==> src/rtl/imem_pkg.sv <==
// Shared definitions for the instruction memory: controller states and the
// RISC-V NOP encoding used as the power-up fill pattern.
package imem_pkg;

  // The controller first fills the array, then serves fetches.
  typedef enum logic {
    ST_INIT = 1'b0,
    ST_RUN  = 1'b1
  } state_t;

  // addi x0,x0,0
  localparam logic [31:0] NOP_INSTR = 32'h0000_0013;

endpackage : imem_pkg

==> src/rtl/imem_array.sv <==
// Word-addressed storage with one write port and one registered read port.
// A read and a write to the same word in one cycle return the old contents.
module imem_array #(
  parameter int DEPTH  = 128,
  parameter int DATA_W = 32
) (
  input  logic                     clk,
  input  logic                     rst,
  input  logic                     wr_en,
  input  logic [$clog2(DEPTH)-1:0] wr_addr,
  input  logic [DATA_W-1:0]        wr_data,
  input  logic                     rd_en,
  input  logic [$clog2(DEPTH)-1:0] rd_addr,
  output logic [DATA_W-1:0]        rd_data
);

  logic [DATA_W-1:0] mem [DEPTH];

  // Write port; contents are never reset, the controller refills them instead.
  always_ff @(posedge clk) begin
    if (wr_en) begin
      mem[wr_addr] <= wr_data;
    end
  end

  // Registered read; holds its value between reads so a stalled response stays put.
  always_ff @(posedge clk) begin
    if (rst) begin
      rd_data <= '0;
    end else if (rd_en) begin
      rd_data <= mem[rd_addr];
    end
  end

endmodule : imem_array

==> src/rtl/instr_mem_sync.sv <==
// Instruction memory with a valid/ready fetch channel, a program-load port and
// a self-fill to NOP after every reset.
module instr_mem_sync
  import imem_pkg::*;
#(
  parameter int                ADDR_W   = 9,
  parameter int                DATA_W   = 32,
  parameter logic [DATA_W-1:0] FILL_VAL = DATA_W'(NOP_INSTR)
) (
  input  logic              clk,
  input  logic              rst,
  input  logic              req_valid,
  output logic              req_ready,
  input  logic [ADDR_W-1:0] req_addr,
  output logic              rsp_valid,
  input  logic              rsp_ready,
  output logic [DATA_W-1:0] rsp_data,
  output logic              rsp_fault,
  input  logic              flush,
  input  logic              ld_en,
  input  logic [ADDR_W-1:0] ld_addr,
  input  logic [DATA_W-1:0] ld_data,
  output logic              init_busy
);

  localparam int WORD_W = ADDR_W - 2;
  localparam int DEPTH  = 1 << WORD_W;

  state_t            state;
  state_t            state_next;
  logic [WORD_W-1:0] fill_cnt;
  logic              rsp_valid_q;
  logic              rsp_fault_q;
  logic              accept;
  logic              wr_en;
  logic [WORD_W-1:0] wr_addr;
  logic [DATA_W-1:0] wr_data;
  logic [DATA_W-1:0] rd_data;
  logic              ld_addr_unused;

  // Loads are word-aligned; the byte-offset bits carry no information.
  assign ld_addr_unused = ^ld_addr[1:0];

  // Controller state register.
  always_ff @(posedge clk) begin
    if (rst) begin
      state <= ST_INIT;
    end else begin
      state <= state_next;
    end
  end

  // Fill counter walks every word once while initialising.
  always_ff @(posedge clk) begin
    if (rst) begin
      fill_cnt <= '0;
    end else if (state == ST_INIT) begin
      fill_cnt <= fill_cnt + WORD_W'(1);
    end
  end

  // Next state, write-port steering and channel handshake outputs.
  always_comb begin
    state_next = state;
    init_busy  = 1'b0;
    req_ready  = 1'b0;
    wr_en      = 1'b0;
    wr_addr    = ld_addr[ADDR_W-1:2];
    wr_data    = ld_data;
    case (state)
      ST_INIT: begin
        init_busy = 1'b1;
        wr_en     = 1'b1;
        wr_addr   = fill_cnt;
        wr_data   = FILL_VAL;
        if (fill_cnt == '1) begin
          state_next = ST_RUN;
        end
      end
      ST_RUN: begin
        req_ready = !rsp_valid_q || rsp_ready || flush;
        wr_en     = ld_en;
      end
      default: begin
        state_next = ST_INIT;
      end
    endcase
  end

  assign accept = req_valid && req_ready;

  // Response valid/fault tracking; an accept always wins over a drain or flush.
  always_ff @(posedge clk) begin
    if (rst) begin
      rsp_valid_q <= 1'b0;
      rsp_fault_q <= 1'b0;
    end else if (accept) begin
      rsp_valid_q <= 1'b1;
      rsp_fault_q <= |req_addr[1:0];
    end else if (rsp_ready || flush) begin
      rsp_valid_q <= 1'b0;
    end
  end

  imem_array #(
    .DEPTH  (DEPTH),
    .DATA_W (DATA_W)
  ) u_array (
    .clk     (clk),
    .rst     (rst),
    .wr_en   (wr_en),
    .wr_addr (wr_addr),
    .wr_data (wr_data),
    .rd_en   (accept),
    .rd_addr (req_addr[ADDR_W-1:2]),
    .rd_data (rd_data)
  );

  assign rsp_valid = rsp_valid_q;
  assign rsp_fault = rsp_fault_q;
  assign rsp_data  = rsp_fault_q ? FILL_VAL : rd_data;

endmodule : instr_mem_sync

==> config.mk <==
export PLATFORM = sky130hd
export DESIGN_NAME = instr_mem_sync
export DESIGN_NICKNAME = d
export VERILOG_FILES = /design/src/rtl/imem_pkg.sv /design/src/rtl/imem_array.sv /design/src/rtl/instr_mem_sync.sv
export SDC_FILE = /design/constraint.sdc
export NUM_CORES = 2
export LEC_CHECK = 0
export BUFFER_PORTS_ARGS = -buffer_cell sky130_fd_sc_hd__buf_2
export CAP_MARGIN = 20
export CORE_MARGIN = 3
export CORE_UTILIZATION = 35
export CTS_BUF_LIST = sky130_fd_sc_hd__clkbuf_16
export DETAILED_ROUTE_END_ITERATION = 12
export PLACE_DENSITY_LB_ADDON = 0.15
export SYNTH_ARGS = -nofsm -noshare
export SYNTH_HDL_FRONTEND = slang
export SYNTH_SLANG_ARGS = --single-unit
==> constraint.sdc <==
create_clock -name clk -period 4 [get_ports clk]
set_input_delay 0.4 -clock clk [delete_from_list [all_inputs] [get_ports clk]]
set_output_delay 0.4 -clock clk [all_outputs]
set_load 0.005 [all_outputs]
==> reports/results.ini <==
[status]
status=finished clean

[sta]
rsz0062_at_grt=false
fin_setup_tns_ns=0
setup_viol=0
finalMaxSlewViolations=0
fmax_mhz=284
max-slew-margin-rel_pct=21.8
finalHoldViolations=0
fin_ws_ns=0.480
fin_crit_ns=3.52
finClkSkew_ns=0.0772
worstMarginPinSlew_ns=1.17
fin_crit_sh_pct=88.0

[worst_setup_path]
cp_common_cell=buf_4
max_stage_delay_ns=0.78
crit_type=flop to flop
crit_family=compound AO/OA/AOI/OAI gates
endpoint_kind=flop
start_kind=flop
crit_chain=nand2_1 -> nor2b_4 -> buf_4 -> o21ai_0 -> a2111oi_1 -> buf_4 -> a32oi_1 -> o31ai_1
critical_path.startpoint=state
worstPathMaxFanout=27
worstReg2RegStart=state
crit_arrival_ns=4.44
crit_buf_inv=2
cp_slowest_cell=nor2b_4
critPathRequiredTime_ns=4.92

[die]
die_area_um2=462000
coreArea_um2=450000
fp.dieW_um=680
io_pins=92
die_y_um=680
row_count=246
initial_core_util_pct=35.3

[yosys]
synth_edf_count=4096
netlist_top_cells_area=edfxtp_1 (77%), mux4_2 (13%), mux2i_1 (2.5%)
yosysMostFrequentCell=edfxtp_1
synth_cells=7237
synth_top_area_share_pct=77.5
ys_seq_area_share_pct=78.0
syn_nets=7294
synth.cell_area_um2=159000
synthArstFlopShare_pct=0
ys.warnings.count=0
synth_cell_type_count=62
synthTopCellsByCount=edfxtp_1 (4096), mux4_2 (911), mux2i_1 (400), nor2_1 (285), nand2_1 (157)
ys_ff_latch=4138
yosys_most_used_dff=edfxtp_1
synth_top_area_cell=edfxtp_1
avgSynthCellArea_um2=21.9

[run]
maxCapViolations=0

[grt]
grt_max_degree=129
grt_pass1_wl_mm=677
gr-total-overflow=0
grt_pass1_vias=80000
grt_usage_pct=21.1
antenna_found_initial=49

[power]
cellPowerDensity_nw_per_um2=482
power_uw=90200
vdd_drop_max_uv=385
leakagePower_uw=0.0615

[clock_tree]
cts-root-buf=clkbuf_16
cts_buffers=443
htree_levels=5
clock-sinks=4138
clkTransAtPathRegs_ns=0.06
post-cts-setup-buffers=0
clkLatencyLatePin_ns=1.01
cts_buffer_depth=4
cts_tree=done
cts_resized=0

[place]
dpl.hpwl_mm=294
gp_congestion=0.868
portBuffers=89
place_ws_ns=0.0911

[drt]
drt-initial-drc-count=9477
ant_nets=0
viasPerCell=5.54
routed_wl_mm=494
wl_per_cell_um=34.5
wl_met2_mm=238
wl_met3_mm=32.5
dr.pass1.iters=6
vias=79500
post-route-drc-count=0
routed.top_layer=met5
drt-met1-wl_mm=211

[min_path]
min_path_type=input pin to flop
hp-start=ld_data[8]

[final_layout]
n_fill_cell=39200
drive_gt1_share_pct=29.3
syn_to_final_growth_pct=17.9
fin_nets=8057

cell type report:
type	instances	area, um2	share of cell area (%)
diodes	21	52.6	0.0281
clock buffers	446	11200	5.96
clock inverters	376	2740	1.46
inverters	5	25.0	0.0134
multi-input cells	2685	33900	18.1
flip-flops and latches	4138	124000	66.2
well taps	5952	7450	3.98
repair buffers	727	8010	4.28
state kept, by name, indices dropped and copies added, names as in the netlist:
register	flops
u_array.mem	4096
u_array.rd_data	32
fill_cnt	7
rsp_fault	1
rsp_valid	1
state	1
path summary, 6_finish.rpt:
| kind | to | slack (ns) | cells after the start |
|---|---|---|---|
| worst max-delay path | u_array.rd_data[2] | 0.48 | 8 |
| worst min-delay path | u_array.mem[8][8] | 0.10 | 2 |
| worst max register to register | u_array.rd_data[2] | 0.48 | 8 |
| worst min register to register | u_array.rd_data[5] | 0.50 | 2 |
through the flow:
stage	utilization, %	hold slack [ns]	cell area [um2]	cells
floorplan	-	0.435	159000	7237
global placement	38.4	0.492	173000	13500
detailed placement	38.4	0.485	173000	13500
CTS	41.5	0.0111	187000	14300
global route	41.5	0.0467	187000	14300
finish	41.6	0.105	187000	14400
power by group:
part           switching [uW]  internal [uW]  total [uW]
Clock                   17000          22300       39300
Combinational            2340           1560        3900
Sequential               25.3          47000       47100
Total                   19400          70900       90200
layout by cell type, fill, tap and decap left out, types with 34 or more instances in the layout:
| cell | instances |
|---|---|
| mux4_2 | 911 |
| a22o_1 | 46 |
| buf_2 | 85 |
| o22ai_1 | 77 |
| buf_4 | 410 |
| a211o_1 | 42 |
| mux2i_1 | 400 |
| nand3_1 | 74 |
| clkinv_1 | 125 |
| inv_1 | 99 |
| o221ai_1 | 34 |
| nand2_1 | 157 |
| nor2_4 | 131 |
| nor2b_1 | 39 |
| nor3_1 | 40 |
| clkinv_2 | 87 |
| dfxtp_1 | 40 |
| a22oi_1 | 147 |
| nor2_1 | 152 |
| clkbuf_16 | 446 |
| edfxtp_1 | 4096 |
| o21ai_0 | 47 |
| a21oi_1 | 79 |
| buf_12 | 218 |
repair_timing:
item                                    CTS  global route
hold endpoints to repair                 46             0
hold buffers                             10             0
endpoints found under the setup margin    0             0
cells by family after synthesis:
group	count (synthesis)	synth area share, %
AO/OA/AOI/OAI	640	2.92
buffers and inverters	414	1.45
XOR/XNOR	5	0.0276
multiplexers	1330	15.6
adder cells (fa/ha/maj)	1	0.00788
flip-flops	4138	78.0
AND/OR/NAND/NOR	709	2.02
layer usage:
layer / vias up / global-route usage, %
met5: - / 0
met4: 6 / 5.38
met3: 595 / 2.97
met2: 2874 / 34.3
met1: 43800 / 30.0
li1: 32300 / -
(Power assumes the default switching activity.)
